[config.mk]
export PLATFORM = sky130hd
export DESIGN_NAME = sdram_mport_arb
export DESIGN_NICKNAME = d
export VERILOG_FILES = /design/src/rtl/sdram_mport_arb.sv
export SDC_FILE = /design/constraint.sdc
export NUM_CORES = 1
export LEC_CHECK = 0
export ABC_CLOCK_PERIOD_IN_PS = 9200
export BUFFER_PORTS_ARGS = -buffer_cell sky130_fd_sc_hd__buf_2
export CORE_MARGIN = 5
export CORE_UTILIZATION = 35
export CTS_CLUSTER_DIAMETER = 120
export DETAILED_ROUTE_END_ITERATION = 16
export HOLD_SLACK_MARGIN = 0.08
export SLEW_MARGIN = 20
export SYNTH_ARGS = -nofsm -noshare
export SYNTH_HDL_FRONTEND = slang
export SYNTH_SLANG_ARGS = --single-unit
[constraint.sdc]
create_clock -name sys_clk -period 9.2 [get_ports sys_clk]
set_clock_uncertainty 0.1 [all_clocks]
set_input_delay 0.46 -clock sys_clk [delete_from_list [all_inputs] [get_ports sys_clk]]
set_output_delay 0.46 -clock sys_clk [all_outputs]
set_load 0.005 [all_outputs]
[src/rtl/sdram_mport_arb.sv]
// Purpose: N-channel round-robin burst arbiter in front of sdram_ctrl; tracks a per-channel address window pointer and ping-pong bank bit.
// Latency: one cycle from ch_req (seen in IDLE) to sdram_wr_req/sdram_rd_req; at least one idle cycle between consecutive grants.
// Backpressure: a request is held until the matching controller ack; the burst runs for as long as that ack stays high.
// Ports: sys_clk/sys_rst (sync, active-high); init_end gates new grants; ch_* are the per-channel request, config and strobe lines;
//        sdram_* carry the request, address, length and write data to the controller and its data-phase acks back.
module sdram_mport_arb #(
    parameter int NUM_CH = 4,
    parameter int AW     = 24,
    parameter int LW     = 10,
    parameter int PP_BIT = 22
) (
    input  logic                 sys_clk,
    input  logic                 sys_rst,
    input  logic                 init_end,
    input  logic [NUM_CH-1:0]    ch_req,
    input  logic [NUM_CH-1:0]    ch_dir,
    input  logic [NUM_CH*AW-1:0] ch_b_addr,
    input  logic [NUM_CH*AW-1:0] ch_e_addr,
    input  logic [NUM_CH*LW-1:0] ch_burst_len,
    input  logic [NUM_CH-1:0]    ch_pp_en,
    input  logic [NUM_CH-1:0]    ch_addr_rst,
    input  logic [NUM_CH*16-1:0] ch_wr_data,
    output logic [NUM_CH-1:0]    ch_grant,
    output logic [NUM_CH-1:0]    ch_wr_en,
    output logic [NUM_CH-1:0]    ch_rd_valid,
    output logic [NUM_CH-1:0]    ch_done,
    output logic [NUM_CH-1:0]    ch_bank,
    output logic                 sdram_wr_req,
    output logic                 sdram_rd_req,
    output logic [AW-1:0]        sdram_wr_addr,
    output logic [AW-1:0]        sdram_rd_addr,
    output logic [LW-1:0]        sdram_burst_len,
    output logic [15:0]          sdram_wr_data,
    input  logic                 sdram_wr_ack,
    input  logic                 sdram_rd_ack
);
    localparam int CW = (NUM_CH > 1) ? $clog2(NUM_CH) : 1;

    typedef enum logic [1:0] {S_IDLE, S_REQ, S_BURST, S_DONE} state_t;

    state_t              state_q, state_d;
    logic [CW-1:0]       rr_q, gidx_q;
    logic [NUM_CH-1:0]   grant_q, bank_q, pend_q;
    logic                dir_q;
    logic [LW-1:0]       len_q;
    logic [AW-1:0]       addr_q;
    logic [AW-1:0]       ptr_q [NUM_CH];

    // Channel index arithmetic modulo NUM_CH (NUM_CH need not be a power of two).
    function automatic logic [CW-1:0] wrap_idx(input int v);
        return CW'((v >= NUM_CH) ? v - NUM_CH : v);
    endfunction

    function automatic logic [NUM_CH-1:0] onehot(input logic [CW-1:0] i);
        logic [NUM_CH-1:0] r;
        r    = '0;
        r[i] = 1'b1;
        return r;
    endfunction

    // Round-robin pick: first requester at or after rr_q.
    logic          sel_vld;
    logic [CW-1:0] sel_idx;
    always_comb begin
        sel_vld = 1'b0;
        sel_idx = '0;
        for (int i = 0; i < NUM_CH; i++) begin
            if (!sel_vld && ch_req[wrap_idx(int'(rr_q) + i)]) begin
                sel_vld = 1'b1;
                sel_idx = wrap_idx(int'(rr_q) + i);
            end
        end
    end

    logic [LW-1:0] sel_len;
    logic [AW-1:0] sel_addr;
    always_comb begin
        sel_len  = ch_burst_len[sel_idx*LW +: LW];
        sel_addr = ptr_q[sel_idx];
        if (ch_pp_en[sel_idx]) begin
            sel_addr[PP_BIT] = bank_q[sel_idx];
        end
    end

    // A zero-length pick is retired straight from IDLE so it cannot stall the rotation.
    logic pick, start, skip;
    assign pick  = (state_q == S_IDLE) && init_end && sel_vld;
    assign start = pick && (sel_len != '0);
    assign skip  = pick && (sel_len == '0);

    logic ack_m;
    assign ack_m = dir_q ? sdram_wr_ack : sdram_rd_ack;

    // Window advance for the granted channel, one extra bit so the end compare cannot wrap.
    logic [AW:0] nxt_sum;
    logic        past_end;
    assign nxt_sum  = {1'b0, ptr_q[gidx_q]} + {{(AW+1-LW){1'b0}}, len_q};
    assign past_end = nxt_sum >= {1'b0, ch_e_addr[gidx_q*AW +: AW]};

    always_comb begin
        state_d = state_q;
        case (state_q)
            S_IDLE:  if (start)  state_d = S_REQ;
            S_REQ:   if (ack_m)  state_d = S_BURST;
            S_BURST: if (!ack_m) state_d = S_DONE;
            S_DONE:              state_d = S_IDLE;
            default:             state_d = S_IDLE;
        endcase
    end

    always_ff @(posedge sys_clk) begin
        if (sys_rst) begin
            state_q <= S_IDLE;
            rr_q    <= '0;
            gidx_q  <= '0;
            grant_q <= '0;
            dir_q   <= 1'b0;
            len_q   <= '0;
            addr_q  <= '0;
            bank_q  <= '0;
            pend_q  <= '0;
            for (int c = 0; c < NUM_CH; c++) begin
                ptr_q[c] <= ch_b_addr[c*AW +: AW];
            end
        end else begin
            state_q <= state_d;
            if (start) begin
                grant_q <= onehot(sel_idx);
                gidx_q  <= sel_idx;
                dir_q   <= ch_dir[sel_idx];
                len_q   <= sel_len;
                addr_q  <= sel_addr;
            end else if (skip) begin
                rr_q <= wrap_idx(int'(sel_idx) + 1);
            end
            if (state_q == S_DONE) begin
                grant_q <= '0;
                rr_q    <= wrap_idx(int'(gidx_q) + 1);
            end
            for (int c = 0; c < NUM_CH; c++) begin
                if (state_q == S_DONE && grant_q[c]) begin
                    // A pointer reset seen during the burst wins over the normal advance.
                    if (pend_q[c] || ch_addr_rst[c]) begin
                        ptr_q[c]  <= ch_b_addr[c*AW +: AW];
                        bank_q[c] <= 1'b0;
                    end else if (past_end) begin
                        ptr_q[c]  <= ch_b_addr[c*AW +: AW];
                        bank_q[c] <= bank_q[c] ^ ch_pp_en[c];
                    end else begin
                        ptr_q[c]  <= nxt_sum[AW-1:0];
                    end
                    pend_q[c] <= 1'b0;
                end else if (ch_addr_rst[c]) begin
                    if (grant_q[c]) begin
                        pend_q[c] <= 1'b1;
                    end else begin
                        ptr_q[c]  <= ch_b_addr[c*AW +: AW];
                        bank_q[c] <= 1'b0;
                    end
                end
            end
        end
    end

    logic [15:0] wdat;
    always_comb begin
        wdat = '0;
        for (int c = 0; c < NUM_CH; c++) begin
            if (grant_q[c]) wdat = ch_wr_data[c*16 +: 16];
        end
    end

    assign ch_grant        = grant_q;
    assign ch_bank         = bank_q;
    assign ch_wr_en        = {NUM_CH{sdram_wr_ack}} & grant_q;
    assign ch_rd_valid     = {NUM_CH{sdram_rd_ack}} & grant_q;
    assign ch_done         = (state_q == S_DONE) ? grant_q :
                             ((skip && !sys_rst) ? onehot(sel_idx) : '0);
    // Request drops combinationally on the first ack cycle.
    assign sdram_wr_req    = (state_q == S_REQ) && dir_q  && !sdram_wr_ack;
    assign sdram_rd_req    = (state_q == S_REQ) && !dir_q && !sdram_rd_ack;
    assign sdram_wr_addr   = addr_q;
    assign sdram_rd_addr   = addr_q;
    assign sdram_burst_len = len_q;
    assign sdram_wr_data   = wdat;
endmodule

# Yosys cells after proc, flatten, opt, wreduce, memory -nomap -nowiden
# Memory sizes are Yosys's and may differ from the RTL's. A register that Yosys moved wholly into a read port is not among the register bits.
# Index checks and enable logic that the tools add are counted.
# totals
inputBits,317
elab_cells,288
output_inout_bits,96
ff_bits,53
mem_bits_rw,96
n_memories,1
# classes
n_addsub,12
eq_ne,15
magnitude_cmp,13
bitwise_logic,22
shift,2
mul,2
mux,155
n_reduce_logical,51
# memory_table
memory,depth,word_bits,read_ports,rd_ports_with_merged_regs,write_ports,line_no,text
ptr_q,4,24,2,1,4,47,logic [AW-1:0] ptr_q [NUM_CH];
# ops
operator,n
$mux W24,16
$mux W1,106
$shiftx A96 B8 Y24,1
$mux W16,4
$shiftx A40 B7 Y10,1
$mux W2,18
$add A24 B10 Y25,1
$ge A25 B24 Y1,1
$logic_and A1 B1 Y1,17
$or A1 B1 Y1,16
$ge A3 B3 Y1 const B,5
$lt A2 B3 Y1 const B,5
$reduce_and A3 Y1,5
$bmux W1 S2,7
$ne A3 B2 Y1 const B,4
$sub A2 B1 Y2 const B,6
$logic_not A10 Y1,1
$ne A2 B1 Y1 const B,5
$reduce_and A2 Y1,5
$reduce_bool A10 Y1,1
$reduce_bool A2 Y1,5
$reduce_or A2 Y1,5
$add A2 B1 Y3 const B,3
$and A4 B4 Y4,2
15 further kinds,32

# Depth between registers and ports, before layout
# Gate-level depths: netlist of the first run.
# depth
ltp_word,21
ltp_mapped,26

# Worst setup path before layout of the first run
# No wires, ideal clock.
# synth_timing
kind,flip-flop to flip-flop
start,register with a tool-made name
end,"memory ptr_q[0][10], data pin"
synth_period_minus_slack_ps,5848
setup_time_ps,260
path_buffers,6
path_slack_ps,3352
stages_incl_launch_ff,27
required_ps,8840
arrival_time_ps,5488
cell_sequence,dfxtp_1 buf_6 buf_12 buf_1 mux4_2 ha_1 inv_1 fa_1 nor2b_1 o31a_1 o21bai_1 a21oi_1 o21ai_2 nor2_1 xnor2_1 ha_1 a211oi_1 o211ai_1 a21oi_1 nor2_1 nor3_1 o211ai_2 buf_6 or3b_1 buf_6 buf_12 mux2_4
# synth_rtl
element,line_no
end: declaration,47

==> metrics.txt, run 1 <==
crit-path max FO=24; fmax=149 MHz; Hold Path Sink=ch_bank[1]; Layout Cells excl Fill=~1.9k; Pre-antenna DRT Iters=5; Crit-path slowest cell=or3b_2; number of global-route vias before repair=10.6k; core area=roughly 32,000 µm²; RSZ-0062 raised after global routing=false; critical path startpoint category=flip-flop; cts repair resizes=0; Synthesized Nets=approximately 1.5k; final WL=43,300 µm; share of cells above drive strength 1=41.2%; antenna-violating nets left=0; Avg WL per Cell=around 23 µm; Hold Path Stages=3; largest net degree at the start of global routing=63; Num CTS Buffers=17; Detailed Route Iter0 Violations=891; Max VDD drop=0.135 mV; CP peak stage delay=970 ps; clock share of power=24.3%; status=complete, no violations; initial antenna violation count=7; first-pass GRT wire length=63,500 µm; Hold-fix buffers, CTS=0; Nets=1,842; Synth Instances=~1.1k; sequential cell area fraction in the yosys report=35.4%; Reg power frac=32.6%; Power Internal=0.00170 W; top flip-flop cell by instance count after synthesis=edfxtp_1; Fillers=3,070; Pins Over Slew Limit=0; switch share=about two fifths; Net Switching=about 0.0011 W; clock transition at the registers of the reported paths=60 ps; GRT Overall Usage=23.1%; critical path, cell by cell=mux4_2 -> ha_1 -> a211oi_1 -> o21bai_1 -> a21oi_1 -> nor2_1 -> o41a_1 -> nand3_1 -> xnor2_1 -> ha_1 -> o21a_1 -> o21ai_0 -> a221oi_1 -> o2111ai_1 -> o211ai_2 -> or3b_2 -> mux2_4; Longest Clk Path Bufs=2; I/O Pins=413; worst r2r dst=ptr_q[0][15]; WP data required=9290 ps; Slew @ Worst Pin=1140 ps; gpl congestion=about 0.87; clock latency on the worst-skew pair=440 ps; Data arrival, critical path=6780 ps; num rows=65; DP Cell Count=1,868; Worst slew margin=a little under a quarter; die footprint=35,800 µm²; # clock sinks=151; Mean Syn Cell Area=9.82 µm²; Root Buffer=clkbuf_16; Die H=189 µm; leakage power=6.10 nW; Worst Reg-to-Reg Cells=17; Max Cap Violations=0; HP Start=ch_pp_en[1]; Most common cell on crit path=ha_1; H-tree depth=4; Yosys reg bits=~150; asr flop ratio synth=0%; CTS tree=done; PD cells=about 200 nW/µm²; die span in x=roughly 190 µm; Post-synth EDFFs=96; vias per cell=5.49; R2R setup slack=2500 ps; total global routing overflow=0; pre-CTS WS=around 2500 ps; Setup WS post-layout=2500 ps; total number of yosys warnings=0; Post-CTS Setup Bufs=0; Comb pwr share=between 40% and 50%; Fin. Hold Viols=0; area grow syn2layout=23.6%; Tcrit/Tclk final=between 70% and 80%; PortBufs=just over 400; drc violations=0; effective utilization at floorplan=between 30% and 40%; final setup fails=0; DP HPWL=33,100 µm; Synth Cell Area=~11,000 µm²; Min-Delay Path Class=input port to flip-flop; Critical Path Sink Type=flip-flop; total negative setup slack=0 ps; Synth cell types=73; via count=10.4k; min cycle time layout=6700 ps; Worst Path Class, Setup=flip-flop to flip-flop
[through the flow]
stage	power (W)	hold slack, ps	instance area (µm²)	util [%]
after floorplan	0.00170	379	11200	-
after global placement	0.00210	372	13300	42.2
after detailed placement	0.00212	371	13300	42.2
after CTS	0.00280	196	13900	43.9
after global routing	0.00296	207	13900	43.9
final	0.00279	222	13900	43.9
[cell usage in the layout, fill, tap and decap left out, types with 20 or more instances in the layout]
master,n
a21oi_1,72
buf_2,412
dfxtp_1,53
edfxtp_1,96
ha_1,39
inv_1,43
mux2_2,71
mux2_4,20
mux4_2,44
nand2_1,153
nand2b_1,32
nand3_1,101
nor2_1,51
o21ai_0,35
[registers in the layout (all words and copies together) (netlist names), named ones only]
register         flops
state_q              2
ch_grant             4
ch_bank              4
gidx_q               2
rr_q                 2
ptr_q               96
pend_q               4
sdram_rd_addr       24
sdram_burst_len     10
dir_q                1
[Yosys cell counts (all sizes together), types with 4 or more instances]
library cell / instances / area share (%)
nand2: 154 / 5.1
xnor2: 17 / 1.3
a21oi: 72 / 3.2
o21a: 6 / 0.40
a31oi: 4 / 0.28
nor2: 53 / 1.8
or3: 8 / 0.49
xor2: 5 / 0.39
edfxtp: 96 / 26
and3: 8 / 0.49
dfxtp: 55 / 9.8
a221oi: 9 / 0.70
nor4: 14 / 0.89
clkbuf: 46 / 1.5
a211oi: 13 / 0.87
mux2: 96 / 10
nor3: 6 / 0.27
nor2b: 7 / 0.39
and2: 11 / 0.61
nand4: 6 / 0.39
or2: 4 / 0.22
mux2i: 17 / 1.5
a21o: 5 / 0.33
nor3b: 9 / 0.60
a32oi: 8 / 0.62
ha: 39 / 4.3
a22oi: 16 / 1.1
nand3: 101 / 4.5
o211ai: 4 / 0.31
inv: 43 / 1.4
buf: 62 / 3.9
mux4: 48 / 9.7
nand2b: 32 / 1.8
o21ai: 38 / 1.7
[cell families (layout without fill, tap and decap cells)]
group           after synthesis  after routing  synth area share, %
compound gates              198            198                 11.5
xor+xnor                     22             22                 1.71
fa+ha+maj                    40             40                 4.52
buf+inv                     151            503                 6.84
flops                       151            151                 35.4
mux                         161            161                 21.5
other cells                   0              2                    0
simple gates                423            423                 18.4
[area by class of cell]
type	count	area, µm²	share of cell area (%)
clock inverter	11	108	0.774
multi-input combinational	844	6520	46.9
timing repair buffer	428	2180	15.7
inverter	43	161	1.16
tap	402	503	3.62
clock buffer	21	440	3.17
sequential	151	3990	28.7
antenna	2	5.00	0.0360
[power by group through the flow]
stage	registers (W)	clock network (W)	logic (W)
global route	0.000921	0.000717	0.00132
global placement	0.000921	0	0.00118
finish	0.000909	0.000679	0.00120
floorplan	0.000874	0	0.000825
CTS	0.000909	0.000687	0.00121
detailed placement	0.000923	0	0.00120
[worst max-delay path by stage]
stage	slack, ps	start	cells past startpoint	endpoint
floorplan	3350	flip-flop	26	ptr_q[0][10]
global placement	2580	flip-flop	20	ptr_q[0][13]
detailed placement	2480	flip-flop	20	ptr_q[0][4]
CTS	2460	flip-flop	20	ptr_q[0][15]
global route	2040	flip-flop	20	ptr_q[0][4]
finish	2500	flip-flop	17	ptr_q[0][15]
[routing by layer]
layer / routed length, µm / up-vias / global-route usage, %
met4: 923 / 6 / 6.07
met1: 17300 / 4927 / 27.8
met2: 21600 / 532 / 41.4
met3: 3440 / 67 / 5.64
met5: 35 / - / 0
li1: - / 4905 / -
[critical path, delay by kind of cell, from the launching register on]
kind	cells	cell delay, ps
flip-flops	1	950
XOR/XNOR	1	230
multiplexers	2	1080
adder cells (fa/ha/maj)	2	630
AND/OR/NAND/NOR	3	1230
AO/OA/AOI/OAI	9	2190
Power figures use the tool's default switching activity.
==> inputs of run 2 (changes only) <==
--- a/config.mk
+++ b/config.mk
@@ -5,7 +5,8 @@
 export SDC_FILE = /design/constraint.sdc
 export NUM_CORES = 1
 export LEC_CHECK = 0
-export ABC_CLOCK_PERIOD_IN_PS = 9200
+export ABC_AREA = 1
+export ABC_CLOCK_PERIOD_IN_PS = 6700
 export BUFFER_PORTS_ARGS = -buffer_cell sky130_fd_sc_hd__buf_2
 export CORE_MARGIN = 5
 export CORE_UTILIZATION = 35
==> constraint.sdc (replaced) <==
create_clock -name sys_clk -period 6.7 [get_ports sys_clk]
set_clock_uncertainty 0.1 [all_clocks]
set_input_delay 0.335 -clock sys_clk [delete_from_list [all_inputs] [get_ports sys_clk]]
set_output_delay 0.335 -clock sys_clk [all_outputs]
set_load 0.005 [all_outputs]
==> run 2 against run 1 <==
Net effect: via count up 16%; power grew 110%; register-to-register slack lost 1800 ps; highest routed layer is now met4; count of clock-buffer cells in the layout did not move.
==> metrics.txt, run 2 <==
Yosys reg bits=151 (unchanged); Critical Path Sink Type=flip-flop; final WL=45,200 µm (+4.5%); H-tree depth=4 (unchanged); share of the synthesized area in the top cell type=26.4% (+0.80 points); top flip-flop cell by instance count after synthesis=edfxtp_1; pre-CTS WS=767 ps (-1710 ps); Layout Cells excl Fill=2,290 (+20%); Hold Path Stages=3 (unchanged); Crit-path slowest cell=buf_4; cts repair resizes=0 (unchanged); CP top delay family=simple AND/OR/NAND/NOR gates; status=complete, no violations; Min-Delay Path Class=input port to flip-flop; via count=12.1k (+16%); asr flop ratio synth=0% (unchanged); initial antenna violation count=1 (-6); num rows=64 (-1.5%); antenna-violating nets left=0 (unchanged); Pre-antenna DRT Iters=6 (+1); Longest Clk Path Bufs=2 (unchanged); commonest non-fill, non-tap cell in the layout=nand2_1; Worst Path Class, Setup=flip-flop to flip-flop; Synth Cell Area=10,900 µm² (-3.0%); fin area=13,700 µm² (-1.6%); PortBufs=412 (unchanged); effective utilization at floorplan=35.6% (about the same); leakage power=6.86 nW (+12%); most flop-heavy register=ptr_q; min cycle time layout=6040 ps (-660 ps); commonest non-fill, non-tap cells in the layout=444 x nand2_1, 412 x buf_2, 167 x nor2_1, 166 x o21ai_0, 113 x inv_1; Tcrit/Tclk final=90.1% (+17 points); fmax=166 MHz (+11%); WP buf/inv=6 (+6); top-count cell post-synth=nand2_1; Root Buffer=clkbuf_16; Data arrival, critical path=6090 ps (-690 ps); drc violations=0 (unchanged); sequential cell area fraction in the yosys report=36.5% (+1.1 points); area grow syn2layout=25.4%; Num CTS Buffers=17 (unchanged); Worst slew margin=23.6% (-0.30 points); Mean Syn Cell Area=7.10 µm² (-28%); Synthesized Nets=1,893 (+26%); synth cell count leaders=444 x nand2_1, 170 x nor2_1, 166 x o21ai_0, 114 x inv_1, 96 x edfxtp_1; Final Hold Slack=93.0 ps (-129 ps); final setup fails=0 (unchanged); Max Cap Violations=0 (unchanged); clock latency on the worst-skew pair=430 ps (about the same); Area contributors post-synth=edfxtp_1 26%, nand2_1 15%, dfxtp_1 10%; max reg flops=96 (unchanged); core area=30,700 µm² (-3.1%); Most common cell on crit path=nand2_1; GRT Overall Usage=24.5% (+1.4 points); CP peak stage delay=450 ps (-520 ps); CTS tree=done; clock transition at the registers of the reported paths=60 ps (about the same); Synth cell types=49 (-33%); leading area contributor after synthesis=edfxtp_1; gpl congestion=0.969 (+11%); first-pass GRT wire length=67,400 µm (+6.1%); PD cells=420 nW/µm² (+110%); die footprint=34,800 µm² (-2.9%); RSZ-0062 raised after global routing=false; total number of yosys warnings=0 (unchanged); Worst Reg-to-Reg Cells=32 (+15); Synth Instances=1,536 (+34%); Hold-fix buffers, CTS=8 (+8); I/O Pins=413 (unchanged); Setup WS post-layout=663 ps (-1840 ps); Post-synth EDFFs=96 (unchanged); Nets=2,237 (+21%); total global routing overflow=0 (unchanged); Avg WL per Cell=19.7 µm (-13%); Critical Path Stages=32 (+15); share of cells above drive strength 1=25.8% (-15 points); WP data required=6750 ps (-2540 ps); Slew @ Worst Pin=1140 ps (+0.348 ps); # clock sinks=151 (unchanged); Die H=187 µm (-1.4%); largest net degree at the start of global routing=59 (-6.3%); Fin. Hold Viols=0 (unchanged); Pins Over Slew Limit=0 (unchanged); Cell Area, Placed=13,000 µm² (-2.4%); number of global-route vias before repair=11.8k (+12%); vias per cell=5.28 (-3.8%); Max VDD drop=0.205 mV (+52%); die span in x=187 µm (-1.4%); total negative setup slack=0 ps (unchanged); Detailed Route Iter0 Violations=970 (+8.9%); Post-CTS Setup Bufs=0 (unchanged); DP Cell Count=2,249 (+20%); critical path startpoint category=flip-flop; DP HPWL=35,000 µm (+5.8%); crit-path max FO=58 (+140%)
[run 2: cell count changes in the layout (fill, tap and decap cells not counted), sizes merged, moves of 14 or more]
| cell | delta |
|---|---|
| mux4 | -48 |
| nand3 | -43 |
| nand2 | +298 |
| mux2 | -96 |
| inv | +75 |
| mux2i | -17 |
| a32o | +23 |
| nand2b | -32 |
| o21ai | +146 |
| nor2 | +121 |
| o31ai | +14 |
| nor4 | -14 |
[run 2: power breakdown]
part | internal [W] | switching, W | total, W
clock network | 0.000537 | 0.000404 | 0.000941
logic | 0.00115 | 0.00229 | 0.00344
registers | 0.00120 | 0.000174 | 0.00137
total | 0.00288 | 0.00287 | 0.00575
[run 2: metal layers]
layer	global-route usage (%)	wire length, µm	vias up
met4	7.23	1210	0
li1	-	-	5867
met1	29.5	17500	5596
met5	0	0	-
met2	44.0	22900	561
met3	5.25	3630	66
[run 2: stage by stage]
| step | utilization, % | total power [W] |
|---|---|---|
| floorplan | - | 0.00362 |
| global placement | 42.5 | 0.00478 |
| detailed placement | 42.5 | 0.00483 |
| CTS | 44.6 | 0.00578 |
| global route | 44.6 | 0.00622 |
| finish | 44.6 | 0.00575 |
[run 2: final cells by class]
class                   count  area [µm²]
fillers                  3230       17000
multi-input cells        1150        5880
flip-flops and latches    151        3990
repair buffers            442        2310
clock buffers              21         504
well taps                 396         495
inverters                 118         443
clock inverters            11        67.6
diodes                      1        2.50
[run 2: worst paths after layout]
| kind | from | slack (ps) | endpoint |
|---|---|---|---|
| hold / removal | ch_b_addr[78] | 90 | ptr_q[3][6] |
| setup reg to reg | flip-flop | 660 | ptr_q[0][21] |
| hold reg to reg | dir_q | 400 | dir_q |
| setup / recovery | flip-flop | 660 | ptr_q[0][21] |
[run 2: cell families (layout without fill, tap and decap cells)]
logic type,count (synthesis),count (layout),share of synthesized area [%]
flip-flops,151,151,36.5
XOR/XNOR,23,23,1.85
AO/OA/AOI/OAI,384,384,21.3
other,0,1,0
buffers and inverters,235,592,9.69
adder cells (fa/ha/maj),40,40,4.66
AND/OR/NAND/NOR,703,703,26.0
[run 2: worst min-delay path, stage by stage]
cell and delay (ps):
buf_2 70, nand2_1 40, o21ai_0 60
